`src/rtl/pipe_ctrl_pkg.sv`:
```
// pipe_ctrl_pkg: opcodes, ALU-op encodings and the control bundle shared by the pipeline control unit
package pipe_ctrl_pkg;
  localparam logic [5:0] OP_R = 6'd0, OP_J = 6'd2, OP_BEQ = 6'd4, OP_ADDI = 6'd8, OP_SLTI = 6'd10;
  localparam logic [5:0] OP_ANDI = 6'd12, OP_ORI = 6'd13, OP_LW = 6'd35, OP_SW = 6'd43;
  localparam logic [2:0] ALU_ADD = 3'b000, ALU_SUB = 3'b001, ALU_FUNCT = 3'b010;
  localparam logic [2:0] ALU_AND = 3'b011, ALU_OR = 3'b100, ALU_SLT = 3'b101;
  typedef struct packed {
    logic [2:0] alu_op;
    logic       alu_src;
    logic       reg_dst;
    logic       branch;
    logic       mem_read;
    logic       mem_write;
    logic       reg_write;
    logic       mem_to_reg;
  } ctrl_t;
  localparam ctrl_t BUBBLE = '{alu_op: ALU_ADD, default: 1'b0};
endpackage

```
`src/rtl/ctrl_decode.sv`:
```
// ctrl_decode: combinational ID-stage decoder
//   instr -> ctrl (control bundle), jump (J in ID), illegal (undefined opcode),
//   reads_rt (instruction sources rt: R, BEQ, SW)
module ctrl_decode
  import pipe_ctrl_pkg::*;
#(
  parameter int INSTR_W    = 32,
  parameter bit ENABLE_EXT = 1
) (
  input  logic [INSTR_W-1:0] instr,
  output ctrl_t              ctrl,
  output logic               jump,
  output logic               illegal,
  output logic               reads_rt
);
  logic [5:0] op;
  assign op = instr[INSTR_W-1 -: 6];
  always_comb begin
    ctrl = BUBBLE;
    jump = 1'b0;
    illegal = 1'b0;
    reads_rt = 1'b0;
    if (instr != '0) begin
      case (op)
        OP_R:    begin ctrl.reg_dst = 1'b1; ctrl.reg_write = 1'b1; ctrl.alu_op = ALU_FUNCT; reads_rt = 1'b1; end
        OP_LW:   begin ctrl.alu_src = 1'b1; ctrl.mem_read = 1'b1; ctrl.reg_write = 1'b1; ctrl.mem_to_reg = 1'b1; end
        OP_SW:   begin ctrl.alu_src = 1'b1; ctrl.mem_write = 1'b1; reads_rt = 1'b1; end
        OP_BEQ:  begin ctrl.branch = 1'b1; ctrl.alu_op = ALU_SUB; reads_rt = 1'b1; end
        OP_J:    jump = 1'b1;
        OP_ANDI: begin ctrl.alu_src = 1'b1; ctrl.reg_write = 1'b1; ctrl.alu_op = ALU_AND; end
        OP_ADDI, OP_SLTI, OP_ORI:
          if (ENABLE_EXT) begin
            ctrl.alu_src = 1'b1;
            ctrl.reg_write = 1'b1;
            ctrl.alu_op = op == OP_SLTI ? ALU_SLT : op == OP_ORI ? ALU_OR : ALU_ADD;
          end else illegal = 1'b1;
        default: illegal = 1'b1;
      endcase
    end
  end
endmodule

```
`src/rtl/pipe_ctrl_unit.sv`:
```
// pipe_ctrl_unit: decode, ID/EX-EX/MEM-MEM/WB control pipeline, load-use stall, branch/jump squash, perf counters
//   in : clk, rst (sync, active-high), id_instr, ex_br_taken
//   out: pc_write, ifid_write, ifid_flush, id_jump, id_illegal,
//        ex_alu_op, ex_alu_src, ex_reg_dst, ex_branch, mem_read, mem_write,
//        wb_reg_write, wb_mem_to_reg, stall_cnt, flush_cnt
module pipe_ctrl_unit
  import pipe_ctrl_pkg::*;
#(
  parameter int INSTR_W    = 32,
  parameter int REG_ADDR_W = 5,
  parameter int CNT_W      = 16,
  parameter bit ENABLE_EXT = 1
) (
  input  logic               clk,
  input  logic               rst,
  input  logic [INSTR_W-1:0] id_instr,
  input  logic               ex_br_taken,
  output logic               pc_write,
  output logic               ifid_write,
  output logic               ifid_flush,
  output logic               id_jump,
  output logic               id_illegal,
  output logic [2:0]         ex_alu_op,
  output logic               ex_alu_src,
  output logic               ex_reg_dst,
  output logic               ex_branch,
  output logic               mem_read,
  output logic               mem_write,
  output logic               wb_reg_write,
  output logic               wb_mem_to_reg,
  output logic [CNT_W-1:0]   stall_cnt,
  output logic [CNT_W-1:0]   flush_cnt
);
  ctrl_t                  dec, idex;
  logic [REG_ADDR_W-1:0]  idex_rt, rs, rt;
  logic                   reads_rt, hz, stall;
  logic [3:0]             exmem;
  logic [1:0]             memwb;
  logic [CNT_W:0]         s_sum, f_sum;
  ctrl_decode #(.INSTR_W(INSTR_W), .ENABLE_EXT(ENABLE_EXT)) u_dec (
    .instr(id_instr), .ctrl(dec), .jump(id_jump), .illegal(id_illegal), .reads_rt(reads_rt)
  );
  assign rs = id_instr[INSTR_W-7 -: REG_ADDR_W];
  assign rt = id_instr[INSTR_W-7-REG_ADDR_W -: REG_ADDR_W];
  assign hz = idex.mem_read && idex_rt != '0 && (idex_rt == rs || (reads_rt && idex_rt == rt));
  // a taken branch squashes the stalled instruction anyway, so it cancels the stall
  assign stall = hz && !ex_br_taken;
  assign pc_write = !stall;
  assign ifid_write = !stall;
  assign ifid_flush = ex_br_taken || (id_jump && !hz);
  // one extra bit catches overflow so the counters clamp at all-ones
  assign s_sum = {1'b0, stall_cnt} + (CNT_W+1)'(stall);
  assign f_sum = {1'b0, flush_cnt} + (ex_br_taken ? (CNT_W+1)'(2) : (CNT_W+1)'(id_jump && !hz));
  assign ex_alu_op = idex.alu_op;
  assign ex_alu_src = idex.alu_src;
  assign ex_reg_dst = idex.reg_dst;
  assign ex_branch = idex.branch;
  assign {mem_read, mem_write} = exmem[3:2];
  assign {wb_reg_write, wb_mem_to_reg} = memwb;
  always_ff @(posedge clk) begin
    if (rst) begin
      idex <= BUBBLE;
      idex_rt <= '0;
      exmem <= '0;
      memwb <= '0;
      stall_cnt <= '0;
      flush_cnt <= '0;
    end else begin
      idex <= (hz || ex_br_taken) ? BUBBLE : dec;
      idex_rt <= (hz || ex_br_taken) ? '0 : rt;
      exmem <= {idex.mem_read, idex.mem_write, idex.reg_write, idex.mem_to_reg};
      memwb <= exmem[1:0];
      stall_cnt <= s_sum[CNT_W] ? '1 : s_sum[CNT_W-1:0];
      flush_cnt <= f_sum[CNT_W] ? '1 : f_sum[CNT_W-1:0];
    end
  end
endmodule

```
`config.mk`:
```
export PLATFORM = sky130hd
export DESIGN_NAME = pipe_ctrl_unit
export DESIGN_NICKNAME = d
export VERILOG_FILES = /design/src/rtl/pipe_ctrl_pkg.sv /design/src/rtl/ctrl_decode.sv /design/src/rtl/pipe_ctrl_unit.sv
export SDC_FILE = /design/constraint.sdc
export NUM_CORES = 1
export LEC_CHECK = 0
export CELL_PAD_IN_SITES_DETAIL_PLACEMENT = 1
export CELL_PAD_IN_SITES_GLOBAL_PLACEMENT = 1
export CORE_MARGIN = 2
export CORE_UTILIZATION = 31
export CTS_CLUSTER_DIAMETER = 100
export DETAILED_ROUTE_END_ITERATION = 7
export GPL_ROUTABILITY_DRIVEN = 0
export PLACE_DENSITY = 0.82
export REMOVE_ABC_BUFFERS = 1
export SLEW_MARGIN = 10
export SYNTH_ARGS = -nofsm -noshare
export SYNTH_HDL_FRONTEND = slang
export SYNTH_SLANG_ARGS = --single-unit
export TNS_END_PERCENT = 50
```
`constraint.sdc`:
```
create_clock -name clk -period 2.8 [get_ports clk]
set_input_delay 0.56 -clock clk [delete_from_list [all_inputs] [get_ports clk]]
set_output_delay 0.56 -clock clk [all_outputs]
set_load 0.02 [all_outputs]
```
==> results.txt, run 1 <==
Antenna Nets Post-Route: 0
Clock Latency Late Sink: 0.30 ns
crit path max-delay cell type: or4_4
Clock Sink Count: 51
Cell Area, Synth: 2610 sq um
core footprint: 8180 sq um
clock buffer depth: 2
Max-Cap Viols: 0
area of the multi-input gates: 1780 sq um
hold buffer count at CTS: 0
slowest stage delay, CP: 0.57 ns
peak supply drop: 0.000183 V
Die Ht: 95.8 microns
largest net degree at the start of global routing: 38
root buf cell: clkbuf_8
pre-CTS setup slack: -0.791 ns
Top FF cell, synth: dfxtp_1
Worst Path Max Fanout: 4
RSZ-0062 raised after global routing: true
global-route wire length before repair: 14,800 microns
Crit path top cell by count: nor4_4
Reg area: 1030 sq um
YS warnings: 0
post-synth top area cell: dfxtp_1
Leak Pwr: 1.77 nW
post-synth top area share: 0.391
Synth area leaders: dfxtp_1 (39%), xnor2_1 (6.7%), a21oi_1 (5.2%)
syn avg cell area: 8.74 sq um
ant diodes: 0
status: finished, violations left
Post-synth EDFFs: 0
Initial Util: 0.320
Final nets: 483
CP Buf/Inv Count: 3
final setup violation count: 35
Yosys reg bits: 51
Fill cells: 924
Clock Pin Slew Worst Setup and Hold Paths: 0.10 ns
number of global-route vias before repair: 2,947
Async SR Flop Fraction: 0
Placement Cell Area: 3790 sq um
Post-DP HPWL: 6390 microns
Synth Instances: 299
minimum clock period: 3.46 ns
total track usage: 0.206
CTS tree: done
DR vias: 2,923
Core Util, Final: 0.552
HP Class: flop to flop
IO Count: 82
PortBufs: 81
Fin. Hold Viols: 0
worst slew pin tran: 0.691 ns
die area: 9180 sq um
critical path, cell by cell: or4_4 > o21ai_4 > nor4b_4 > buf_4 > nor4_4 > ha_2 > inv_2 > fa_2 > nand4b_1 > nor4_4 > nand2b_1 > buf_6 > a21oi_1
fin crit share: 1.24
endpoint class of the critical path: flop
1st-pass router iterations: 4
grt ovf: 0
cell family with most CP delay: simple AND/OR/NAND/NOR gates
row cnt: 33
Rel. slew slack: 0.535
# DRC: 0
PD cells: 317 nW/um^2
CTS Buf Count: 5
share of cells above drive strength 1: 0.324
Synth-to-Final Area Change: 72.7%
failing checks: negative setup slack
WHS: 0.453 ns
Final Max Tran Viols: 0
crit path DAT: 3.69 ns
register area share after synthesis: 0.391
Netlist cell types: 53
CP required: 3.03 ns
fin worst setup slack: -0.660 ns
Die X: 95.8 microns
Via density: 5.32
DRT Wirelength: 10,900 microns
drt wl/cell: 19.9 microns
antenna violations before repair: 0
DR iter-0 viols: 59
Fmax: 289 MHz
Clock Skews: 0.00878 ns
setup TNS: -13.33 ns
Setup Crit Path Kind: flop to flop
critical path launch point type: flop
H-tree depth: 2
fin area: 4510 sq um
## sequential cells by signal, summed over array words and instances (netlist names)
register	cells
ex_alu_op	3
ex_alu_src	1
ex_branch	1
ex_reg_dst	1
exmem	3
flush_cnt	16
idex	3
idex_rt	5
memwb	2
stall_cnt	16
## kinds of logic after synthesis
family / share of synthesized area
adders and majority gates: 0.0268
DFF: 0.391
and+or+nand+nor: 0.296
AOI/OAI and AO/OA: 0.120
muxes: 0.0158
buffers and inverters: 0.0575
xor gates and xnor gates: 0.0939
## through the flow
step	std cells	total power, mW
6_report	549	1.43
5_1_grt	549	1.47
4_1_cts	538	1.38
3_5_place_dp	513	0.949
3_3_place_gp	513	0.942
2_1_floorplan	283	0.816
## power breakdown
part	total [mW]	internal [mW]	switching, mW
logic	0.258	0.139	0.119
clock network	0.429	0.177	0.253
registers	0.742	0.732	0.00973
total	1.43	1.05	0.381
## cells in the final DEF, fill, tap and decap left out, types with 4 or more instances in the layout
cell type | synthesis | layout
nor2_1 | 7 | 7
buf_4 | 4 | 58
nor4_1 | 18 | 15
dlymetal6s2s_1 | 0 | 10
nor2b_1 | 7 | 7
clkbuf_8 | 0 | 5
and3_1 | 4 | 4
xnor2_2 | 0 | 9
a21oi_2 | 0 | 6
nand3_1 | 16 | 12
nor3_1 | 18 | 14
nor4_4 | 0 | 4
nand4_1 | 8 | 8
xnor2_1 | 20 | 10
xor2_1 | 8 | 8
nand2b_1 | 5 | 4
buf_6 | 2 | 17
o21ai_0 | 6 | 4
dfxtp_1 | 51 | 47
dfxtp_2 | 0 | 4
nand2_1 | 22 | 21
clkdlybuf4s50_1 | 0 | 60
inv_1 | 15 | 14
a21oi_1 | 27 | 21
## area by class of cell
type,instances,area share
flip-flops and latches,51,0.227
inverters,15,0.0125
multi-input cells,217,0.394
clock buffers,7,0.0169
clock inverters,1,0.00111
repair buffers,153,0.319
well taps,105,0.0291
## synth_stat cells, drive strengths merged (2+ instances only)
cell / count
or3: 4
nor2b: 7
or4: 2
nand2: 22
nor3: 19
o31ai: 3
nand2b: 5
nand3b: 3
nand4: 9
a31oi: 4
a211oi: 2
o21ai: 8
xnor2: 20
nand3: 16
dfxtp: 51
ha: 4
mux2i: 3
nor4: 21
clkbuf: 5
and4: 3
nor2: 7
or2: 2
and3: 4
inv: 15
a21oi: 27
buf: 11
xor2: 8
## worst paths after layout
path / from / end / slack (ns) / cells after the start
max: idex_rt[1] / flush_cnt[7] / -0.66 / 13
max reg2reg: idex_rt[1] / flush_cnt[7] / -0.66 / 13
min reg2reg: idex[2] / exmem[2] / 0.45 / 1
min: idex[2] / exmem[2] / 0.45 / 1
## layer usage
metal | track usage | vias to the layer above | part of all wire
met5 | 0 | - | 0
met4 | 0.0667 | 0 | 0.046
met3 | 0.0266 | 34 | 0.029
met2 | 0.377 | 75 | 0.53
met1 | 0.248 | 1448 | 0.39
li1 | - | 1366 | -
## repair_timing
action                                  4_1_cts  5_1_grt
setup buffers                                16       16
pin swaps                                    16       34
gates cloned                                  1        1
gates resized for setup                      53       76
endpoints found under the setup margin       37       37
No activity file was read; power rests on OpenSTA's default activity.
==> run 2, diff against run 1 <==
--- a/config.mk
+++ b/config.mk
@@ -7,11 +7,10 @@
 export LEC_CHECK = 0
 export CELL_PAD_IN_SITES_DETAIL_PLACEMENT = 1
 export CELL_PAD_IN_SITES_GLOBAL_PLACEMENT = 1
-export CORE_MARGIN = 2
 export CORE_UTILIZATION = 31
 export CTS_CLUSTER_DIAMETER = 100
 export DETAILED_ROUTE_END_ITERATION = 7
-export GPL_ROUTABILITY_DRIVEN = 0
+export GPL_ROUTABILITY_DRIVEN = 1
 export PLACE_DENSITY = 0.82
 export REMOVE_ABC_BUFFERS = 1
 export SLEW_MARGIN = 10
==> run 2 against run 1 <==
The run still ends with negative setup slack left. Wire length decreased by 17%. Clock-buffer cell count fell by 1. Power increased by 4.5%. Register-to-register slack improved by 0.25 ns. Critical path depth is 1 lower. Fmax grew 7.9%. Largest power group unchanged. Highest routed layer unchanged.
==> results.txt, run 2 (synthesized netlist as in run 1, its figures left out) <==
total track usage: 0.199
Int Pwr: 1.14 mW
Placement Cell Area: 3790 sq um
Max-Cap Viols: 0
commonest non-fill, non-tap cell in the layout: clkdlybuf4s50_1
DR vias: 2,743
fin crit share: 1.15
Crit path top cell by count: nor4_2
minimum clock period: 3.21 ns
ant diodes: 0
RSZ-0062 raised after global routing: true
row cnt: 33
crit path max-delay cell type: or4_4
Sw Ratio: 0.239
hold buffer count at CTS: 0
Rel. slew slack: 0.706
die area: 8800 sq um
global-route wire length before repair: 13,900 microns
core footprint: 8180 sq um
slowest stage delay, CP: 0.54 ns
clock buffer depth: 2
Seq pwr share: 0.496
Min-Delay Startpoint: idex[2]
CTS tree: done
total power: 1.49 mW
final setup violation count: 16
switching power: 0.357 mW
stages on the worst setup path: 12
crit path DAT: 3.44 ns
PortBufs: 81
Critical Path Sink: flush_cnt[11]
grt ovf: 0
failing checks: negative setup slack
CP Buf/Inv Count: 2
Die X: 93.8 microns
WHS: 0.448 ns
Initial Util: 0.320
Clock Sink Count: 51
share of cells above drive strength 1: 0.257
peak supply drop: 0.000241 V
Worst Path Max Fanout: 7
H-tree depth: 2
setup TNS: -6.08 ns
1st-pass router iterations: 4
worst r2r src: idex_rt[1]
# DRC: 0
IO Count: 82
Final nets: 467
Clock Skews: 0.00779 ns
Clock Latency Late Sink: 0.31 ns
Leak Pwr: 1.65 nW
HP Class: flop to flop
PD cells: 352 nW/um^2
fin worst setup slack: -0.408 ns
DRT Wirelength: 9060 microns
Comb power frac: 0.142
fin area: 4250 sq um
number of global-route vias before repair: 2,899
root buf cell: clkbuf_8
CTS Buf Count: 5
commonest cells after routing, fill and taps aside: clkdlybuf4s50_1 (60), buf_4 (52), dfxtp_1 (50)
critical path launch point type: flop
largest net degree at the start of global routing: 38
Setup Crit Path Kind: flop to flop
Antenna Nets Post-Route: 0
Post-DP HPWL: 6350 microns
biggest regs: flush_cnt x16, stall_cnt x16, idex_rt x5
cell family with most CP delay: simple AND/OR/NAND/NOR gates
Fmax: 312 MHz
clock share of power: 0.362
DR iter-0 viols: 57
Fill cells: 943
Clock Pin Slew Worst Setup and Hold Paths: 0.09 ns
Die Ht: 93.8 microns
Worst R2R Setup Slack: -0.41 ns
Core Util, Final: 0.519
endpoint class of the critical path: flop
Placer Congestion: 0.891
worst r2r dst: flush_cnt[11]
Final Max Tran Viols: 0
Via density: 5.15
worst-case reg-to-reg path depth: 12
worst slew pin tran: 0.441 ns
drt wl/cell: 17.0 microns
critical path, cell by cell: or4_4 > o21ai_4 > nor3_4 > nor4_2 > ha_2 > inv_2 > fa_2 > nand4b_1 > nor4_2 > nand2b_1 > buf_6 > a31oi_1
antenna violations before repair: 0
CP Launch Point: idex_rt[1]
Fin. Hold Viols: 0
status: finished, violations left
CP required: 3.03 ns
Synth-to-Final Area Change: 62.5%
==> run 2: worst min path at each step <==
stage          endpoint  slack [ns]  depth (start not counted)
2_1_floorplan  exmem[1]        0.41                          1
3_3_place_gp   memwb[1]        0.42                          1
3_5_place_dp   exmem[2]        0.43                          1
4_1_cts        exmem[2]        0.45                          1
5_1_grt        exmem[2]        0.48                          1
6_report       exmem[2]        0.45                          1
==> run 2: timing repair <==
item	4_1_cts	5_1_grt
gates resized for setup	30	60
buffers inserted	3	9
cloned	0	0
setup endpoints to repair	37	35
pin swaps	5	18
==> run 2: layout make-up <==
cell class                 instances  area [sq um]  area share
sequential                        51          1020       0.241
inverter                          15          56.3      0.0133
clock inverter                     2          35.0     0.00825
tap                              105           131      0.0309
clock buffer                       6          82.6      0.0195
multi-input combinational        217          1640       0.385
timing repair buffer             137          1280       0.302
==> run 2: metal layers <==
metal  vias to the layer above  share of wire  GRT usage
met5                         -              0          0
met4                         0          0.011     0.0372
met3                        13          0.028     0.0356
met2                        47           0.53      0.377
met1                      1347           0.43      0.233
li1                       1336              -          -
==> run 2: worst register-to-register path, cell delays in order (launching register included) <==
cell,delay [ns]
dfxtp_2,0.33
or4_4,0.55
o21ai_4,0.25
nor3_4,0.08
nor4_2,0.29
ha_2,0.24
inv_2,0.04
fa_2,0.33
nand4b_1,0.28
nor4_2,0.29
nand2b_1,0.16
buf_6,0.17
a31oi_1,0.14
==> run 2: power by group through the flow <==
stage | combinational [mW] | clock [mW] | sequential (mW)
final | 0.213 | 0.541 | 0.741
after global routing | 0.227 | 0.581 | 0.742
after CTS | 0.194 | 0.548 | 0.740
after detailed placement | 0.192 | 0 | 0.757
after global placement | 0.183 | 0 | 0.756
after floorplan | 0.0554 | 0 | 0.761
==> run 2: metrics by stage <==
step	setup slack, ns	instances
2_1_floorplan	-0.418	283
3_3_place_gp	-0.645	513
3_5_place_dp	-0.772	513
4_1_cts	-0.383	524
5_1_grt	-0.532	533
6_report	-0.408	533
